<file path="config.mk">
export PLATFORM = sky130hd
export DESIGN_NAME = sdram_cmd_sequencer
export DESIGN_NICKNAME = d
export VERILOG_FILES = /design/src/rtl/sdram_cmd_sequencer.sv
export SDC_FILE = /design/constraint.sdc
export NUM_CORES = 1
export LEC_CHECK = 0
export CAP_MARGIN = 20
export CORE_MARGIN = 3
export CORE_UTILIZATION = 55
export DETAILED_ROUTE_END_ITERATION = 16
export HOLD_SLACK_MARGIN = 0.02
export MAX_ROUTING_LAYER = met4
export PLACE_DENSITY = 0.78
export SETUP_SLACK_MARGIN = 0.05
export SYNTH_ARGS = -nofsm -noshare
export SYNTH_HDL_FRONTEND = slang
export SYNTH_SLANG_ARGS = --single-unit
</file>
<file path="constraint.sdc">
create_clock -name clk -period 4.2 [get_ports clk]
set_input_delay 1.05 -clock clk [delete_from_list [all_inputs] [get_ports clk]]
set_output_delay 1.05 -clock clk [all_outputs]
set_load 0.005 [all_outputs]
</file>
<file path="src/rtl/sdram_cmd_sequencer.sv">
// sdram_cmd_sequencer
//  Waits for the SDRAM controller to finish power-up init, then issues a
//  fixed ROM list of 4-bit commands one at a time over a strobe/done
//  handshake. Once the list is finished it raises switch to hand the
//  controller over to user logic.
// Ports
//  clk        system clock, rising edge
//  rst        asynchronous active-low reset
//  init_comp  controller init complete (level)
//  cmd_done   controller finished the current command (1-cycle pulse)
//  cmd        command code: 0000 NOP, 0001 WRITE, 0010 READ, 0011 REFRESH
//  cmd_sent   00 idle, 01 issue strobe, 10 awaiting done, 11 list done
//  switch     list complete, controller released to user logic
module sdram_cmd_sequencer #(
  parameter int unsigned SEQ_LEN    = 4,
  parameter int unsigned GAP_CYCLES = 16,
  parameter int unsigned TIMEOUT    = 1024,
  parameter bit          LOOP       = 1'b0,
  // Nibble i holds the command for list index i.
  parameter logic [63:0] ROM        = 64'h0000_0000_0000_2321
) (
  input  logic       clk,
  input  logic       rst,
  input  logic       init_comp,
  input  logic       cmd_done,
  output logic [3:0] cmd,
  output logic [1:0] cmd_sent,
  output logic       switch
);

  localparam int unsigned IDX_W   = $clog2(SEQ_LEN) + 1;
  localparam int unsigned CNT_MAX = (TIMEOUT > GAP_CYCLES) ? TIMEOUT : GAP_CYCLES;
  localparam int unsigned CNT_W   = $clog2(CNT_MAX + 1);

  localparam logic [2:0] S_IDLE  = 3'd0;
  localparam logic [2:0] S_ISSUE = 3'd1;
  localparam logic [2:0] S_WAIT  = 3'd2;
  localparam logic [2:0] S_GAP   = 3'd3;
  localparam logic [2:0] S_DONE  = 3'd4;

  logic [2:0]       state, state_d;
  logic [IDX_W-1:0] index, index_d;
  logic [CNT_W-1:0] cnt, cnt_d;
  logic [3:0]       cmd_d;
  logic [1:0]       sent_d;
  logic             switch_d;
  logic [3:0]       rom_idx;

  // State, index, shared wait/gap counter and registered outputs.
  always_ff @(posedge clk or negedge rst) begin
    if (!rst) begin
      state    <= S_IDLE;
      index    <= '0;
      cnt      <= '0;
      cmd      <= 4'b0000;
      cmd_sent <= 2'b00;
      switch   <= 1'b0;
    end else begin
      state    <= state_d;
      index    <= index_d;
      cnt      <= cnt_d;
      cmd      <= cmd_d;
      cmd_sent <= sent_d;
      switch   <= switch_d;
    end
  end

  // Next-state logic; outputs are decoded from the next state so the
  // registered outputs always describe the state being entered.
  always_comb begin
    state_d  = state;
    index_d  = index;
    cnt_d    = cnt;
    cmd_d    = 4'b0000;
    sent_d   = 2'b00;
    switch_d = 1'b0;
    rom_idx  = 4'(index_d);

    if (!init_comp) begin
      state_d = S_IDLE;
      index_d = '0;
      cnt_d   = '0;
    end else begin
      case (state)
        S_IDLE: begin
          state_d = S_ISSUE;
          cnt_d   = '0;
        end
        S_ISSUE: begin
          state_d = S_WAIT;
          cnt_d   = '0;
        end
        S_WAIT: begin
          if (cmd_done) begin
            state_d = S_GAP;
            index_d = index + 1'b1;
            cnt_d   = '0;
          end else if (cnt == CNT_W'(TIMEOUT - 2)) begin
            // Counter would reach TIMEOUT-1: re-issue the same command.
            state_d = S_ISSUE;
            cnt_d   = '0;
          end else begin
            cnt_d = cnt + 1'b1;
          end
        end
        S_GAP: begin
          if (cnt == CNT_W'(GAP_CYCLES - 1)) begin
            cnt_d = '0;
            if (index < IDX_W'(SEQ_LEN)) begin
              state_d = S_ISSUE;
            end else if (LOOP) begin
              index_d = '0;
              state_d = S_ISSUE;
            end else begin
              state_d = S_DONE;
            end
          end else begin
            cnt_d = cnt + 1'b1;
          end
        end
        S_DONE: begin
          state_d = S_DONE;
        end
        default: begin
          state_d = S_IDLE;
          index_d = '0;
          cnt_d   = '0;
        end
      endcase
    end

    rom_idx = 4'(index_d);
    case (state_d)
      S_ISSUE: begin
        cmd_d  = ROM[{rom_idx, 2'b00} +: 4];
        sent_d = 2'b01;
      end
      S_WAIT: begin
        cmd_d  = ROM[{rom_idx, 2'b00} +: 4];
        sent_d = 2'b10;
      end
      S_DONE: begin
        sent_d   = 2'b11;
        switch_d = 1'b1;
      end
      default: begin
        cmd_d  = 4'b0000;
        sent_d = 2'b00;
      end
    endcase
  end

endmodule

</file>
==> results.md <==
- Run status: finished clean
- Max cap viols: 0
- CTS Buf Count: 3
- Max clock buf depth: 2
- I/O pins: 11
- Row Count: 16
- Post-DP HPWL: 1.88 mm
- Drt pass-1 iters: 4
- R2R depth: 5
- Number of library cell types mapped by synthesis: 45
- Post-Route Skew: 0.00552 ns
- Initial antenna violation count: 0
- Synthesis-stage register bit count: 22
- Post-route DRC violation count: 0
- Synth Cell Area: 0.00127 mm^2
- Fin nets: 155
- Total number of vias: 1,080
- Worst EP arrival: 2.61 ns
- Combinational share of power: 11.2%
- Yosys top cell area share: 43.3%
- Die Footprint: 0.00292 mm^2
- CP Class: in2reg
- Starting Density: 61.6%
- Hold_buf cts: 0
- WHS: 0.563 ns
- Clock Power Share: 37.4%
- Prevailing post-synth register cell: dfrtp_1
- Synth warn: 0
- CTS tree: done
- Layout cells sized above 1: 6.12%
- Worst-Margin Slew: 0.966 ns
- Post-CTS Setup Bufs: 0
- Worst rel slew slack: 35.4%
- 1st-iter DRT viols: 40
- Synth area leaders: dfrtp_1 (43%), nand2_1 (4.4%), a31oi_1 (3.0%)
- Worst min path class: reg2reg
- Pin count of the biggest net entering global routing: 23
- Setup violations, final: 0
- Core ar.: 0.00206 mm^2
- Post-route clock period utilization: 57.3%
- CTS root buffer: clkbuf_4
- First-pass GRT wire length: 4.54 mm
- EDFF count, synth: 0
- Largest area contributor in the netlist: dfrtp_1
- RSZ-0062 raised after global routing: false
- GRT Util Overall: 21.8%
- Sw frac: 23.3%
- Fillers: 168
- Hold Crit Depth: 1
- Grt ovf: 0
- Crit end category: flip-flop
- H-tree depth: 1
- Final ANT Viol Nets: 0
- Final Critical Period: 2.41 ns
- Sequential share of the synthesized area: 43.3%
- Fin. Hold Viols: 0
- WL/cell: 15.2 um
- Fmax: 415 MHz
- Area grow syn2layout: 9.75%
- Peak supply drop: 0.292 mV
- IO buf count: 8
- Cell count after synthesis: 140
- # resized after CTS: 0
- Vias in the first global route: 1,035
- Cell Int Power: 0.336 mW
- Sw Pwr: 0.102 mW
- Post-Route WL: 2.64 mm
- Fin. max-slew vios: 0
- Crit start category: input port
- Leading cell type by number of instances after synthesis: dfrtp_1
- Top cells by count, synth: dfrtp_1 (22), nand2_1 (15), inv_1 (10)
- Flop pwr share: 51.4%
- CP max FO: 7
- GPL Wtd Cong: 0.914
- Synth Area per Inst: 9.07 um^2
- Drt via density: 6.21
- Critical Path RT: 4.40 ns
- Setup TNS Final: 0 ns
- Sink Count: 22
- Die width: 54.1 um
- Util after Layout: 67.6%
- Leak Pwr: 0.620 nW
- Clock latency on the worst-skew pair: 0.32 ns
- Clk pin slew, worst setup/hold paths: 0.13 ns
- Ys async rst share: 100%
- Cell area power density: 315 mW/mm^2
- Antenna diodes: 0
- Chip height: 54.1 um
-- per-stage QoR --
step                      cell area [um^2]  std cells  worst slack (ns)  power (mW)
after CTS                             1390        174              1.79       0.443
final                                 1390        174              1.79       0.438
after global routing                  1390        174              1.65       0.458
after global placement                1340        170              1.53       0.276
after floorplan                       1270        141              1.97       0.259
after detailed placement              1340        170              1.44       0.278
-- flip-flops by register name, summed over array words and instances (netlist names) --
register,count
cnt,11
switch,1
cmd_sent,2
cmd,2
index,3
state,3
-- final timing paths --
kind / startpoint / slack (ns) / endpoint
max in group asynchronous: rst / 2.36 / cnt[0]
min in group asynchronous: rst / 1.25 / index[1]
worst min register to register: cnt[9] / 0.56 / cnt[9]
worst min-delay path: cnt[9] / 0.56 / cnt[9]
worst max register to register: cnt[4] / 1.92 / cmd[1]
worst max-delay path: cmd_done / 1.79 / cmd[0]
-- worst max-delay path, stage by stage --
cell,delay (ns)
clkdlybuf4s50_1,0.52
o41ai_1,0.50
a21oi_1,0.18
a32oi_1,0.27
nor4b_1,0.09
-- cells by family after synthesis --
logic type / after synthesis / share of synthesized area (%)
xor gates and xnor gates: 1 / 0.690
adders and majority gates: 3 / 2.96
and+or+nand+nor: 57 / 24.0
other: 1 / 0.295
buffers and inverters: 17 / 7.19
AOI/OAI and AO/OA: 39 / 21.5
DFF: 22 / 43.3
-- cell type report --
cell class	count	area (um^2)	share of cell area (%)
clock buffer	3	22.5	1.62
tap	27	33.8	2.42
inverter	10	37.5	2.69
timing repair buffer	9	87.6	6.28
multi-input combinational	102	632	45.3
clock inverter	1	30.0	2.15
sequential	22	551	39.5
-- layer usage --
metal	up-vias	wire length [um]	GRT usage [%]
met1	504	1260	30.5
met2	45	1170	30.6
met3	5	168	3.88
met4	0	43	9.96
met5	-	0	-
li1	526	-	-
-- power by group through the flow --
stage	clock network [mW]	logic [mW]	registers [mW]
after floorplan	0	0.0320	0.227
after CTS	0.168	0.0490	0.225
after detailed placement	0	0.0489	0.230
after global routing	0.176	0.0548	0.227
after global placement	0	0.0472	0.229
final	0.164	0.0489	0.225
-- cells in the final DEF, fill, tap and decap left out, drive strengths merged, types with 2 or more instances in the layout --
cell type,Yosys,routed
o41ai,2,2
nor3b,2,2
clkbuf,2,3
ha,3,3
nor2,9,9
a21oi,7,7
a32oi,2,2
nand2,15,15
or4,2,2
nand4,6,6
a41oi,2,2
nand3,7,7
o31ai,2,2
dfrtp,22,22
inv,10,10
a31oi,6,6
nand2b,2,2
a22o,3,3
o21ai,7,7
and3,2,2
and4,2,2
clkdlybuf4s50,0,8
a21boi,2,2
nor3,3,3
conb,1,2
(Power assumes the default switching activity.)
